## config.mk

```make
export PLATFORM = sky130hd
export DESIGN_NAME = alu_arbiter_flat
export DESIGN_NICKNAME = d
export VERILOG_FILES = /design/src/rtl/alu_arbiter_pkg.sv /design/src/rtl/alu_arbiter_if.sv /design/src/rtl/alu_arbiter_rr_arb2.sv /design/src/rtl/alu_arbiter.sv /design/src/flat_wrapper.sv
export SDC_FILE = /design/constraint.sdc
export NUM_CORES = 1
export LEC_CHECK = 0
export BUFFER_PORTS_ARGS = -buffer_cell sky130_fd_sc_hd__buf_4
export CAP_MARGIN = 40
export CORE_MARGIN = 3
export CORE_UTILIZATION = 44
export DETAILED_ROUTE_END_ITERATION = 6
export GPL_ROUTABILITY_DRIVEN = 1
export HOLD_SLACK_MARGIN = 0.05
export PLACE_DENSITY = 0.8
export REMOVE_ABC_BUFFERS = 1
export SLEW_MARGIN = 20
export SYNTH_ARGS = -nofsm -noshare
export SYNTH_HDL_FRONTEND = slang
export SYNTH_SLANG_ARGS = --single-unit
```

## constraint.sdc

```tcl
create_clock -name clk -period 1.45 [get_ports clk]
set_input_delay 0.29 -clock clk [delete_from_list [all_inputs] [get_ports clk]]
set_output_delay 0.29 -clock clk [all_outputs]
set_load 0.01 [all_outputs]
```

## src/rtl/alu_arbiter_pkg.sv

```systemverilog
// alu_pkg: shared ALU definitions for the ALU arbiter slice.
//   - opcode constants ALU_ADD .. ALU_SLT and ALU_OP_LAST (highest legal code)
//   - FSM state type and state constants IDLE / EXEC / RESP
//   - op_legal(): opcode legality check used when an operation is captured
package alu_pkg;

    localparam logic [3:0] ALU_ADD     = 4'b0000;
    localparam logic [3:0] ALU_SUB     = 4'b0001;
    localparam logic [3:0] ALU_NOT     = 4'b0010;
    localparam logic [3:0] ALU_SLL     = 4'b0011;
    localparam logic [3:0] ALU_SRL     = 4'b0100;
    localparam logic [3:0] ALU_AND     = 4'b0101;
    localparam logic [3:0] ALU_OR      = 4'b0110;
    localparam logic [3:0] ALU_SLT     = 4'b0111;
    localparam logic [3:0] ALU_OP_LAST = 4'b0111;

    typedef logic [1:0] state_t;
    localparam state_t IDLE = 2'd0;
    localparam state_t EXEC = 2'd1;
    localparam state_t RESP = 2'd2;

    // Codes above ALU_OP_LAST are reserved and must never reach the ALU.
    function automatic logic op_legal(input logic [3:0] op);
        return (op <= ALU_OP_LAST);
    endfunction

endpackage

```

## src/rtl/alu_arbiter_if.sv

```systemverilog
// alu_arbiter_if: bundles the two request channels, the response channel and
// the shared-ALU connection of the arbiter.
//   modport master : requesters, response consumer and the ALU itself
//   modport slave  : the arbiter
interface alu_arbiter_if #(
    parameter int WIDTH = 32
);
    logic [1:0]       req_valid;
    logic [1:0]       req_ready;
    logic [3:0]       req_op0;
    logic [3:0]       req_op1;
    logic [WIDTH-1:0] req_a0;
    logic [WIDTH-1:0] req_a1;
    logic [WIDTH-1:0] req_b0;
    logic [WIDTH-1:0] req_b1;
    logic [4:0]       req_sh0;
    logic [4:0]       req_sh1;

    logic [WIDTH-1:0] alu_in1;
    logic [WIDTH-1:0] alu_in2;
    logic [3:0]       alu_cnt;
    logic [4:0]       alu_shamt;
    logic [WIDTH-1:0] alu_result;
    logic             alu_zero;

    logic             resp_valid;
    logic             resp_ready;
    logic             resp_id;
    logic [WIDTH-1:0] resp_data;
    logic             resp_zero;
    logic             resp_err;

    modport master (
        output req_valid, req_op0, req_op1, req_a0, req_a1, req_b0, req_b1,
               req_sh0, req_sh1, alu_result, alu_zero, resp_ready,
        input  req_ready, alu_in1, alu_in2, alu_cnt, alu_shamt,
               resp_valid, resp_id, resp_data, resp_zero, resp_err
    );

    modport slave (
        input  req_valid, req_op0, req_op1, req_a0, req_a1, req_b0, req_b1,
               req_sh0, req_sh1, alu_result, alu_zero, resp_ready,
        output req_ready, alu_in1, alu_in2, alu_cnt, alu_shamt,
               resp_valid, resp_id, resp_data, resp_zero, resp_err
    );
endinterface

```

## src/rtl/alu_arbiter_rr_arb2.sv

```systemverilog
// rr_arb2: two-way grant logic for the ALU arbiter.
//   req   : request bits, bit i = requester i
//   last  : id of the most recently granted requester
//   grant : one-hot grant (zero when nothing requests)
// Macro ALU_ARB_FIXED_PRIO_EN selects fixed priority (requester 0 wins ties);
// otherwise a tie goes to the requester that is not 'last'.
module rr_arb2 (
    input  logic [1:0] req,
    input  logic       last,
    output logic [1:0] grant
);
`ifdef ALU_ARB_FIXED_PRIO_EN
    logic unused_last_s;
    assign unused_last_s = last;

    // Fixed priority: requester 0 wins whenever it is requesting.
    always_comb begin
        grant = 2'b00;
        case (req)
            2'b01:   grant = 2'b01;
            2'b10:   grant = 2'b10;
            2'b11:   grant = 2'b01;
            default: grant = 2'b00;
        endcase
    end
`else
    // Round robin: a lone requester wins, a tie goes to the one not granted last.
    always_comb begin
        grant = 2'b00;
        case (req)
            2'b01:   grant = 2'b01;
            2'b10:   grant = 2'b10;
            2'b11:   grant = last ? 2'b01 : 2'b10;
            default: grant = 2'b00;
        endcase
    end
`endif
endmodule

```

## src/rtl/alu_arbiter.sv

```systemverilog
// alu_arbiter: shares one combinational ALU between two valid/ready requesters.
// One operation in flight: accept (IDLE) -> drive ALU (EXEC, one cycle) ->
// hold response until taken (RESP).
//   clk, rst : clock, synchronous active-high reset
//   bus      : alu_arbiter_if.slave (requests, ALU connection, response)
// Macro ALU_ARB_FIXED_PRIO_EN: fixed priority instead of round robin
// (the 'last' register is then not built).
module alu_arbiter
    import alu_pkg::*;
#(
    parameter int WIDTH = 32
) (
    input  logic          clk,
    input  logic          rst,
    alu_arbiter_if.slave  bus
);
    state_t           state_r;
    logic [1:0]       grant_s;
    logic             last_s;
    logic             accept_s;
    logic [3:0]       sel_op_s;
    logic [WIDTH-1:0] sel_a_s;
    logic [WIDTH-1:0] sel_b_s;
    logic [4:0]       sel_sh_s;

    logic [WIDTH-1:0] a_r;
    logic [WIDTH-1:0] b_r;
    logic [4:0]       sh_r;
    logic [3:0]       cnt_r;
    logic             err_r;
    logic             id_r;
    logic             resp_valid_r;
    logic             resp_id_r;
    logic [WIDTH-1:0] resp_data_r;
    logic             resp_zero_r;
    logic             resp_err_r;

`ifdef ALU_ARB_FIXED_PRIO_EN
    assign last_s = 1'b1;
`else
    logic last_r;
    assign last_s = last_r;

    // Remember who won the last accept; reset to 1 so requester 0 wins first tie.
    always_ff @(posedge clk) begin
        if (rst) begin
            last_r <= 1'b1;
        end else if (accept_s) begin
            last_r <= grant_s[1];
        end
    end
`endif

    rr_arb2 u_arb (
        .req   (bus.req_valid),
        .last  (last_s),
        .grant (grant_s)
    );

    assign accept_s = (state_r == IDLE) && (grant_s != 2'b00);

    // Grant is only visible while idle; independent of the response side.
    always_comb begin
        if (state_r == IDLE) begin
            bus.req_ready = grant_s;
        end else begin
            bus.req_ready = 2'b00;
        end
    end

    // Select the winning requester's operation fields.
    always_comb begin
        if (grant_s[1]) begin
            sel_op_s = bus.req_op1;
            sel_a_s  = bus.req_a1;
            sel_b_s  = bus.req_b1;
            sel_sh_s = bus.req_sh1;
        end else begin
            sel_op_s = bus.req_op0;
            sel_a_s  = bus.req_a0;
            sel_b_s  = bus.req_b0;
            sel_sh_s = bus.req_sh0;
        end
    end

    // Operation FSM: capture on accept, sample ALU after EXEC, hold until taken.
    always_ff @(posedge clk) begin
        if (rst) begin
            state_r      <= IDLE;
            a_r          <= '0;
            b_r          <= '0;
            sh_r         <= 5'd0;
            cnt_r        <= 4'd0;
            err_r        <= 1'b0;
            id_r         <= 1'b0;
            resp_valid_r <= 1'b0;
            resp_id_r    <= 1'b0;
            resp_data_r  <= '0;
            resp_zero_r  <= 1'b0;
            resp_err_r   <= 1'b0;
        end else begin
            case (state_r)
                IDLE: begin
                    if (accept_s) begin
                        a_r     <= sel_a_s;
                        b_r     <= sel_b_s;
                        sh_r    <= sel_sh_s;
                        // Illegal codes still run the ALU, but as a harmless add.
                        cnt_r   <= op_legal(sel_op_s) ? sel_op_s : ALU_ADD;
                        err_r   <= ~op_legal(sel_op_s);
                        id_r    <= grant_s[1];
                        state_r <= EXEC;
                    end
                end
                EXEC: begin
                    resp_id_r    <= id_r;
                    resp_data_r  <= err_r ? '0 : bus.alu_result;
                    resp_zero_r  <= err_r ? 1'b0 : bus.alu_zero;
                    resp_err_r   <= err_r;
                    resp_valid_r <= 1'b1;
                    state_r      <= RESP;
                end
                RESP: begin
                    if (bus.resp_ready) begin
                        resp_valid_r <= 1'b0;
                        state_r      <= IDLE;
                    end
                end
                default: begin
                    resp_valid_r <= 1'b0;
                    state_r      <= IDLE;
                end
            endcase
        end
    end

    assign bus.alu_in1    = a_r;
    assign bus.alu_in2    = b_r;
    assign bus.alu_cnt    = cnt_r;
    assign bus.alu_shamt  = sh_r;
    assign bus.resp_valid = resp_valid_r;
    assign bus.resp_id    = resp_id_r;
    assign bus.resp_data  = resp_data_r;
    assign bus.resp_zero  = resp_zero_r;
    assign bus.resp_err   = resp_err_r;

endmodule
```

## src/flat_wrapper.sv

```systemverilog
// flat-port wrapper written by rule: the top's interface ports become plain ports
module alu_arbiter_flat import alu_pkg::*;
#(
    parameter int WIDTH = 32
)
  (clk, rst, bus_req_valid, bus_req_op0, bus_req_op1, bus_req_a0, bus_req_a1, bus_req_b0, bus_req_b1, bus_req_sh0, bus_req_sh1, bus_alu_result, bus_alu_zero, bus_resp_ready, bus_req_ready, bus_alu_in1, bus_alu_in2, bus_alu_cnt, bus_alu_shamt, bus_resp_valid, bus_resp_id, bus_resp_data, bus_resp_zero, bus_resp_err);
  alu_arbiter_if #(.WIDTH(WIDTH)) bus_i ();
  input  logic clk;
  input  logic rst;
  input wire logic [$bits(bus_i.req_valid)-1:0] bus_req_valid;
  input wire logic [$bits(bus_i.req_op0)-1:0] bus_req_op0;
  input wire logic [$bits(bus_i.req_op1)-1:0] bus_req_op1;
  input wire logic [$bits(bus_i.req_a0)-1:0] bus_req_a0;
  input wire logic [$bits(bus_i.req_a1)-1:0] bus_req_a1;
  input wire logic [$bits(bus_i.req_b0)-1:0] bus_req_b0;
  input wire logic [$bits(bus_i.req_b1)-1:0] bus_req_b1;
  input wire logic [$bits(bus_i.req_sh0)-1:0] bus_req_sh0;
  input wire logic [$bits(bus_i.req_sh1)-1:0] bus_req_sh1;
  input wire logic [$bits(bus_i.alu_result)-1:0] bus_alu_result;
  input wire logic [$bits(bus_i.alu_zero)-1:0] bus_alu_zero;
  input wire logic [$bits(bus_i.resp_ready)-1:0] bus_resp_ready;
  output wire logic [$bits(bus_i.req_ready)-1:0] bus_req_ready;
  output wire logic [$bits(bus_i.alu_in1)-1:0] bus_alu_in1;
  output wire logic [$bits(bus_i.alu_in2)-1:0] bus_alu_in2;
  output wire logic [$bits(bus_i.alu_cnt)-1:0] bus_alu_cnt;
  output wire logic [$bits(bus_i.alu_shamt)-1:0] bus_alu_shamt;
  output wire logic [$bits(bus_i.resp_valid)-1:0] bus_resp_valid;
  output wire logic [$bits(bus_i.resp_id)-1:0] bus_resp_id;
  output wire logic [$bits(bus_i.resp_data)-1:0] bus_resp_data;
  output wire logic [$bits(bus_i.resp_zero)-1:0] bus_resp_zero;
  output wire logic [$bits(bus_i.resp_err)-1:0] bus_resp_err;
  assign bus_i.req_valid = bus_req_valid;
  assign bus_i.req_op0 = bus_req_op0;
  assign bus_i.req_op1 = bus_req_op1;
  assign bus_i.req_a0 = bus_req_a0;
  assign bus_i.req_a1 = bus_req_a1;
  assign bus_i.req_b0 = bus_req_b0;
  assign bus_i.req_b1 = bus_req_b1;
  assign bus_i.req_sh0 = bus_req_sh0;
  assign bus_i.req_sh1 = bus_req_sh1;
  assign bus_i.alu_result = bus_alu_result;
  assign bus_i.alu_zero = bus_alu_zero;
  assign bus_i.resp_ready = bus_resp_ready;
  assign bus_req_ready = bus_i.req_ready;
  assign bus_alu_in1 = bus_i.alu_in1;
  assign bus_alu_in2 = bus_i.alu_in2;
  assign bus_alu_cnt = bus_i.alu_cnt;
  assign bus_alu_shamt = bus_i.alu_shamt;
  assign bus_resp_valid = bus_i.resp_valid;
  assign bus_resp_id = bus_i.resp_id;
  assign bus_resp_data = bus_i.resp_data;
  assign bus_resp_zero = bus_i.resp_zero;
  assign bus_resp_err = bus_i.resp_err;
  alu_arbiter #(.WIDTH(WIDTH)) u_core (.clk(clk), .rst(rst), .bus(bus_i));
endmodule
```

# After elaboration in Yosys (flattened, before gate mapping)
# Cells that the tools add are included.
# Widths: inputs -> output; s select.
[word_totals] register_bits=114 latch_bits=0 ram_bits=0 romBits=0 output_inout_bits=111 word_cells=44 mem_count=0
[op_classes] add_sub_neg=0 mul=0 div_mod_pow=0 magnitude_cmp=1 n_eq_ne=7 shift=0 mux=15 n_bitwise=2 reduce_logical=6
[ops] cell="$mux 32" count=3
[ops] cell="$pmux 2 s3" count=2
[ops] cell="$mux 2" count=4
[ops] cell="$mux 4" count=2
[ops] cell="$eq 2x2->1 const B" count=3
[ops] cell="$reduce_and 2->1" count=3
[ops] cell="$mux 5" count=1
[ops] cell="$eq 2x1->1 const B" count=2
[ops] cell="$le 4x3->1 const B" count=1
[ops] cell="$pmux 1 s3" count=1
[ops] cell="$logic_not 2->1" count=1
[ops] cell="$mux 1" count=2
[ops] cell="$ne 2x1->1 const B" count=1
[ops] cell="$ne 2x2->1 const B" count=1
[ops] cell="$not 1->1" count=2
[ops] cell="$reduce_bool 2->1" count=1
[ops] cell="$logic_and 1x1->1" count=1

# Depth between registers and ports, before layout
# Gate-level depths: netlist of the first run.
[logic_depth] word_depth=6 mapped_depth=5 mapped_depth_nobuf=3

# By module
# From an unflattened synthesis of the first run, not the netlist that was laid out.
[hier_totals] hier_cells=520 hier_area_um2=5256.3
[modules_own_cells] mod="alu_arbiter" instances=1 cells_per_inst=517 area_per_inst_um2=5237.5 seq_area_each_um2=2282.2
[modules_own_cells] mod="rr_arb2" instances=1 cells_per_inst=3 area_per_inst_um2=18.8 seq_area_each_um2=0.0

# Worst setup path before layout of the first run
# OpenSTA, ideal clock, no wires.
[synth_timing] path_type="reg-to-output" from="register u_core.last_r" to="output port bus_req_ready[1]" arrival_ns=0.974 required_time_ns=1.160 setup_slack_ns=0.186 path_stages_with_launch=4 path_buffers=1 path_cell_list="dfxtp_1 > a21bo_2 > clkbuf_1 > nor3_1"
[synth_between] elab_chain_len=3
[synth_rtl] element="start, declared" line="alu_arbiter.sv:41" rtl="logic last_r;"
[synth_rtl] element="start signal, assigned" line="alu_arbiter.sv:49" rtl="last_r <= grant_s[1];"
[synth_rtl] element="$mux 2" line="alu_arbiter_rr_arb2.sv:33" rtl="2'b11: grant = last ? 2'b01 : 2'b10;"
[synth_rtl] element="$pmux 2 s3" line="alu_arbiter_rr_arb2.sv:30" rtl="case (req)"
[synth_rtl] element="$mux 2" line="alu_arbiter.sv:64" rtl="if (state_r == IDLE) begin"
[synth_rtl] element="end, declared" line="flat_wrapper.sv:22" rtl="output wire logic [$bits(bus_i.req_ready)-1:0] bus_req_ready;"
# No other way between the ends.

# Worst setup path in the final report of the first run
[layout_timing] from="register u_core.state_r[1]" to="output port bus_req_ready[0]"
[layout_between] elab_chain_len=2
[layout_rtl] element="start, declared" line="alu_arbiter.sv:17" rtl="state_t state_r;"
[layout_rtl] element="start signal, assigned" line="alu_arbiter.sv:89" rtl="state_r <= IDLE;"
[layout_rtl] element="start signal, assigned" line="alu_arbiter.sv:112" rtl="state_r <= EXEC;"
[layout_rtl] element="start signal, assigned" line="alu_arbiter.sv:121" rtl="state_r <= RESP;"
[layout_rtl] element="$logic_not 2->1" line="alu_arbiter.sv:64"
[layout_rtl] element="$mux 2" line="alu_arbiter.sv:64"
# No other way between the ends.

==> impl_metrics.json, run 1 <==
{
  "status": "finished with violations",
  "violations": "negative setup slack",
  "syn_area_per_cell_um2": 8.72,
  "netlist_top_cells_area": "dfxtp_1 44%, a311oi_2 14%, nand2_1 13%",
  "worstPathRequired_ns": 1.16,
  "yosysSeqAreaShare_pct": 43.8,
  "gp_congestion": 0.809,
  "cp_data_arrival_time_ns": 1.35,
  "synth.most_common_cell": "nand2_1",
  "grt_usage_pct": 25.8,
  "drt_iter0_markers": 360,
  "core_area_um2": 11500,
  "overflow": 0,
  "r2r_end": "u_core.bus.alu_in1[30]",
  "postLayoutCellArea_um2": 8440,
  "ant_nets": 0,
  "synth_edf_count": 0,
  "period_share_pct": 113,
  "cp-start-kind": "flip-flop",
  "cts_root_buf": "clkbuf_16",
  "n_fill_cell": 854,
  "grt_pass1_wl_um": 27200,
  "tns_ns": -0.318,
  "core.rowCount": 39,
  "dieHeight_um": 115,
  "crit_fanout": 3,
  "vias": 5722,
  "wl_um": 18600,
  "num_antenna_cells": 0,
  "yosys.area_share.simple_pct": 20.3,
  "synth_compound_area_share_pct": 29.3,
  "syn_area_um2": 5210,
  "avgRoutedWirePerCell_um": 17.9,
  "fp.dieArea_um2": 13200,
  "hold_depth": 3,
  "tritoncts": "yes",
  "reg2reg_from": "u_core.state_r[0]",
  "io_buffers": 294,
  "synth_area_leader_cell": "dfxtp_1",
  "skew_ns": 0.00957,
  "finalMaxSlewViolations": 0,
  "yosys-top-cells-count": "177 x nand2_1, 114 x dfxtp_1, 109 x a21oi_1",
  "dp_slack_ns": -0.0570,
  "leakagePower_nw": 3.69,
  "rrSetupSlack_ns": 0.03,
  "numCtsBuffers": 17,
  "syn2layout_area_growth_pct": 62.0,
  "path_clk_slew_ns": 0.06,
  "start_util_pct": 45.2,
  "report.final.hold_viol_count": 0,
  "synth_top_area_share_pct": 43.8,
  "pin_count": 295,
  "synth_flop_cell": "dfxtp_1",
  "r2r_cells": 6,
  "regArea_um2": 2290,
  "max_slew_margin_pct": 74.7,
  "synthAdderAreaFrac_pct": 0,
  "grt_start_max_net_pins": 74,
  "synthMuxAreaShare_pct": 0,
  "die_w_um": 115,
  "fin_crit_ns": 1.64,
  "end_kind": "primary output",
  "multiInputGateArea_um2": 2650,
  "max_freq_mhz": 610,
  "crit_type": "flip-flop to primary output",
  "grt_setup_unrepaired": "yes",
  "min_from": "bus_req_a1[2]",
  "place_area_um2": 7580,
  "synthCells": 597,
  "synth_top_family_by_area": "compound AO/OA/AOI/OAI gates",
  "dr.pass1.iters": 4,
  "clk_latency_ns": 0.40,
  "viasPerCell": 5.52,
  "drive_gt1_share_pct": 47.0,
  "synthArstFlopShare_pct": 0,
  "yosysWarnings": 0,
  "grt_pass1_vias": 5409,
  "route.detailed.drc": 0,
  "nets": 1065,
  "ir_drop_mv": 0.675,
  "synth.distinct_cells": 24,
  "antenna_found_initial": 0,
  "synthXorXnorAreaFrac_pct": 0,
  "hpwl_um": 12700,
  "cts_num_sinks": 114,
  "hold_path.class": "primary input to flip-flop",
  "synth-seq-cells": 114,
  "cts_htree_levels": 4,
  "holdPathEnd": "u_core.bus.alu_in1[2]",
  "finalPower_mw": 11.1,
  "finalSetupViolations": 2,
  "drv_cap": 0,
  "cts.path.max_buffers": 2,
  "worst_slew_pin_slew_ns": 0.380,
  "worst_slack_ns": -0.190,
  "powerDensity_nw_per_um2": 1310
}
## cells by family (layout without fill, tap and decap cells)
family | count (synthesis) | in the layout
flops | 114 | 114
compound gates | 186 | 186
buf+inv | 64 | 360
simple gates | 233 | 234
## metrics by stage
stage	std cells	utilization, %	hold WS, ns
after floorplan	533	-	0.358
after global placement	994	65.9	0.440
after detailed placement	994	65.9	0.444
after CTS	1028	72.0	0.146
after global routing	1037	73.3	0.156
final	1037	73.3	0.154
## area by class of cell
type	instances	area share, %
clock buffer	22	5.38
clock inverter	10	2.43
multi-input combinational	420	31.4
sequential	114	27.1
tap	143	2.12
timing repair buffer	328	31.6
## state kept, by name (all words and copies together), names as in the netlist
signal,cells
u_core.id_r,1
u_core.bus.alu_shamt,5
u_core.err_r,1
u_core.state_r,2
u_core.bus.alu_cnt,4
u_core.bus.resp_zero,1
u_core.bus.resp_valid,1
u_core.bus.resp_err,1
u_core.bus.alu_in2,32
u_core.bus.alu_in1,32
u_core.bus.resp_data,32
u_core.last_r,1
u_core.bus.resp_id,1
## layer usage
metal / up-vias / part of all wire, % / GRT usage [%] / wire length (um)
met4: 0 / 2.6 / 10.7 / 485
met1: 2668 / 38 / 29.9 / 7130
met2: 303 / 50 / 44.5 / 9300
met3: 40 / 9.1 / 7.74 / 1690
li1: 2711 / - / - / -
met5: - / 0 / 0 / 0
## layout by cell type (no fill, tap or decap), drive strengths merged, types with 2 or more instances in the layout
cell      count
buf         325
nand2       177
dfxtp       114
a21oi       109
a311oi       73
nand3b       39
clkbuf       25
bufinv        6
nor2          6
nor2b         4
clkinv        2
clkinvlp      2
nor3          2
and2          2
## worst max-delay path by stage
stage                              to              start  slack (ns)
2_1_floorplan  u_core.bus.alu_in1[12]  u_core.state_r[1]       -1.60
3_3_place_gp    u_core.bus.alu_in1[0]   bus_req_valid[1]       0.004
3_5_place_dp    u_core.bus.alu_in1[9]   bus_req_valid[1]       -0.06
4_1_cts              bus_req_ready[0]  u_core.state_r[0]       -0.21
5_1_grt              bus_req_ready[0]  u_core.state_r[1]       -0.24
6_report             bus_req_ready[0]  u_core.state_r[1]       -0.19
## critical path, stage by stage (launching register included)
cell and delay (ns):
dfxtp_4 0.34, or3b_4 0.41, nor2_4 0.10, buf_6 0.11
## timing repair
item / CTS / global route
pin swaps: 2 / 11
setup endpoints to repair: 2 / 7
setup buffers: 2 / 5
cloned: 0 / 4
gates resized for setup: 11 / 5
hold buffers: 0 / 0
## power by group
part / switching (mW) / internal (mW)
logic: 1.30 / 1.38
clock network: 1.44 / 3.26
registers: 0.206 / 3.47
total: 2.95 / 8.11
Power figures use the tool's default switching activity.
==> run 2, diff against run 1 <==
--- a/config.mk
+++ b/config.mk
@@ -12,7 +12,7 @@
 export DETAILED_ROUTE_END_ITERATION = 6
 export GPL_ROUTABILITY_DRIVEN = 1
 export HOLD_SLACK_MARGIN = 0.05
-export PLACE_DENSITY = 0.8
+export PLACE_DENSITY = 0.76
 export REMOVE_ABC_BUFFERS = 1
 export SLEW_MARGIN = 20
 export SYNTH_ARGS = -nofsm -noshare
==> impl_metrics.json, run 2 (synthesis results as in run 1) <==
{
  "status": "finished with violations",
  "violations": "negative setup slack",
  "dieHeight_um": 115,
  "numCtsBuffers": 17,
  "crit_type": "flip-flop to primary output",
  "n_fill_cell": 768,
  "gp_congestion": 0.836,
  "cp-start-kind": "flip-flop",
  "grt_pass1_wl_um": 27900,
  "path_cells": "or3b_4, nor2_4, buf_6",
  "p_int_mw": 8.10,
  "ir_drop_mv": 0.735,
  "slowest_delay_ns": 0.41,
  "max_freq_mhz": 609,
  "p_clk_share_pct": 39.8,
  "leakagePower_nw": 3.87,
  "worstPathRequired_ns": 1.16,
  "overflow": 0,
  "final_cells": 1053,
  "skew_ns": 0.00899,
  "die_w_um": 115,
  "cts_root_buf": "clkbuf_16",
  "grt_use_met2_pct": 47.0,
  "grt_pass1_vias": 5522,
  "fp.dieArea_um2": 13200,
  "worst_slew_pin_slew_ns": 0.943,
  "crit_fanout": 2,
  "crit_buf_inv": 1,
  "drive_gt1_share_pct": 51.3,
  "wl_um": 20800,
  "use_met1_pct": 30.2,
  "ant_nets": 0,
  "report.final.hold_viol_count": 0,
  "hpwl_um": 13000,
  "avgRoutedWirePerCell_um": 19.8,
  "cts_num_sinks": 114,
  "final_cell_mix": "303 x buf_4, 176 x nand2_1, 111 x dfxtp_1",
  "multiInputGateArea_um2": 2790,
  "p_sw_mw": 3.16,
  "antenna_found_initial": 0,
  "start_util_pct": 45.2,
  "dp.cells": 993,
  "path_clk_slew_ns": 0.05,
  "viasPerCell": 5.66,
  "combPwrFrac_pct": 27.5,
  "cts_htree_levels": 4,
  "busiest_layer": "met2",
  "cp_slowest_cell": "or3b_4",
  "core_area_um2": 11500,
  "max_slew_margin_pct": 37.1,
  "tritoncts": "yes",
  "period_share_pct": 113,
  "holdWs_ns": 0.152,
  "grt_setup_unrepaired": "yes",
  "final_common_cell": "buf_4",
  "fin_crit_ns": 1.64,
  "finalSetupViolations": 84,
  "grt_usage_pct": 26.8,
  "nets": 1081,
  "io_buffers": 294,
  "route.detailed.drc": 0,
  "cts.path.max_buffers": 2,
  "end_kind": "primary output",
  "sequentialPowerShare_pct": 32.6,
  "dr.pass1.iters": 5,
  "regArea_um2": 2290,
  "cp_data_arrival_time_ns": 1.35,
  "globalRouteMet3Util_pct": 8.63,
  "finalMaxSlewViolations": 0,
  "vias": 5960,
  "critical-path-top-delay-family": "simple AND/OR/NAND/NOR gates",
  "netSwitchingFraction_pct": 28.0,
  "powerDensity_nw_per_um2": 1260,
  "drv_cap": 0,
  "syn2layout_area_growth_pct": 70.9,
  "core.rowCount": 39,
  "drt_iter0_markers": 537,
  "worst_slack_ns": -0.192,
  "cts_hold_buffers": 0,
  "grt_start_max_net_pins": 59,
  "hold_path.class": "primary input to flip-flop",
  "pin_count": 295,
  "clk_latency_ns": 0.42,
  "num_antenna_cells": 0
}
-- run 2: changes by cell type in the layout (fill, tap and decap cells not counted), moves of 2 or more --
cell       before  now
a21oi_1       109   91
clkbuf_16      20   30
a21oi_2         0   18
buf_4         311  303
clkbuf_1        4    2
and2_4          1    3
a311oi_2       50   60
buf_6           3   14
bufinv_16       6    4
clkbuf_8        1    3
clkinv_2        2    4
a311oi_1       23   13
-- run 2: final timing paths --
check / startpoint / to / slack, ns / cells after the start
setup reg to reg: u_core.state_r[0] / u_core.bus.alu_in2[22] / -0.13 / 7
setup / recovery: u_core.state_r[0] / bus_req_ready[0] / -0.19 / 3
hold / removal: bus_req_a1[0] / u_core.bus.alu_in1[0] / 0.15 / 3
hold reg to reg: u_core.bus.resp_data[19] / u_core.bus.resp_data[19] / 0.45 / 2
-- run 2: power by group through the flow --
stage	logic, mW	registers (mW)	clock network (mW)
after floorplan	0.978	3.85	0
after global placement	2.49	3.71	0
after detailed placement	2.54	3.72	0
after CTS	2.60	3.66	4.49
after global routing	3.29	3.70	4.64
final	3.10	3.67	4.48
-- run 2: worst reg2reg max path, delay by kind of cell, from the launching register on --
kind            cells  cell delay (ns)
buf+inv             4             0.60
simple gates        2             0.41
flops               1             0.32
compound gates      1             0.08
-- run 2: repair_timing --
item | CTS | global route
setup endpoints to repair | 2 | 69
pin swaps | 5 | 78
gates resized for setup | 15 | 43
setup buffers | 4 | 4
gates cloned | 0 | 20
-- run 2: layer usage --
layer | routed length (um) | part of all wire [%]
met1 | 7560 | 36
met2 | 10800 | 52
met3 | 1890 | 9.1
met4 | 584 | 2.8
met5 | 0 | 0
-- run 2: through the flow --
| step | area, um2 | power, mW | worst slack (ns) | TNS [ns] | util, % |
|---|---|---|---|---|---|
| global placement | 7580 | 6.20 | -0.0000820 | -0.0000820 | 65.8 |
| detailed placement | 7580 | 6.26 | -0.0428 | -0.713 | 65.8 |
| finish | 8900 | 11.3 | -0.192 | -5.86 | 77.3 |
| global route | 8900 | 11.6 | -0.234 | -11.74 | 77.3 |
| CTS | 8290 | 10.8 | -0.192 | -0.417 | 72.0 |
| floorplan | 4870 | 4.83 | -1.60 | -140.67 | - |
-- run 2: layout make-up --
cell class	count	share of cell area [%]
tap	143	2.01
clock inverter	10	1.74
multi-input combinational	421	31.4
sequential	114	25.7
clock buffer	22	5.33
timing repair buffer	343	33.8
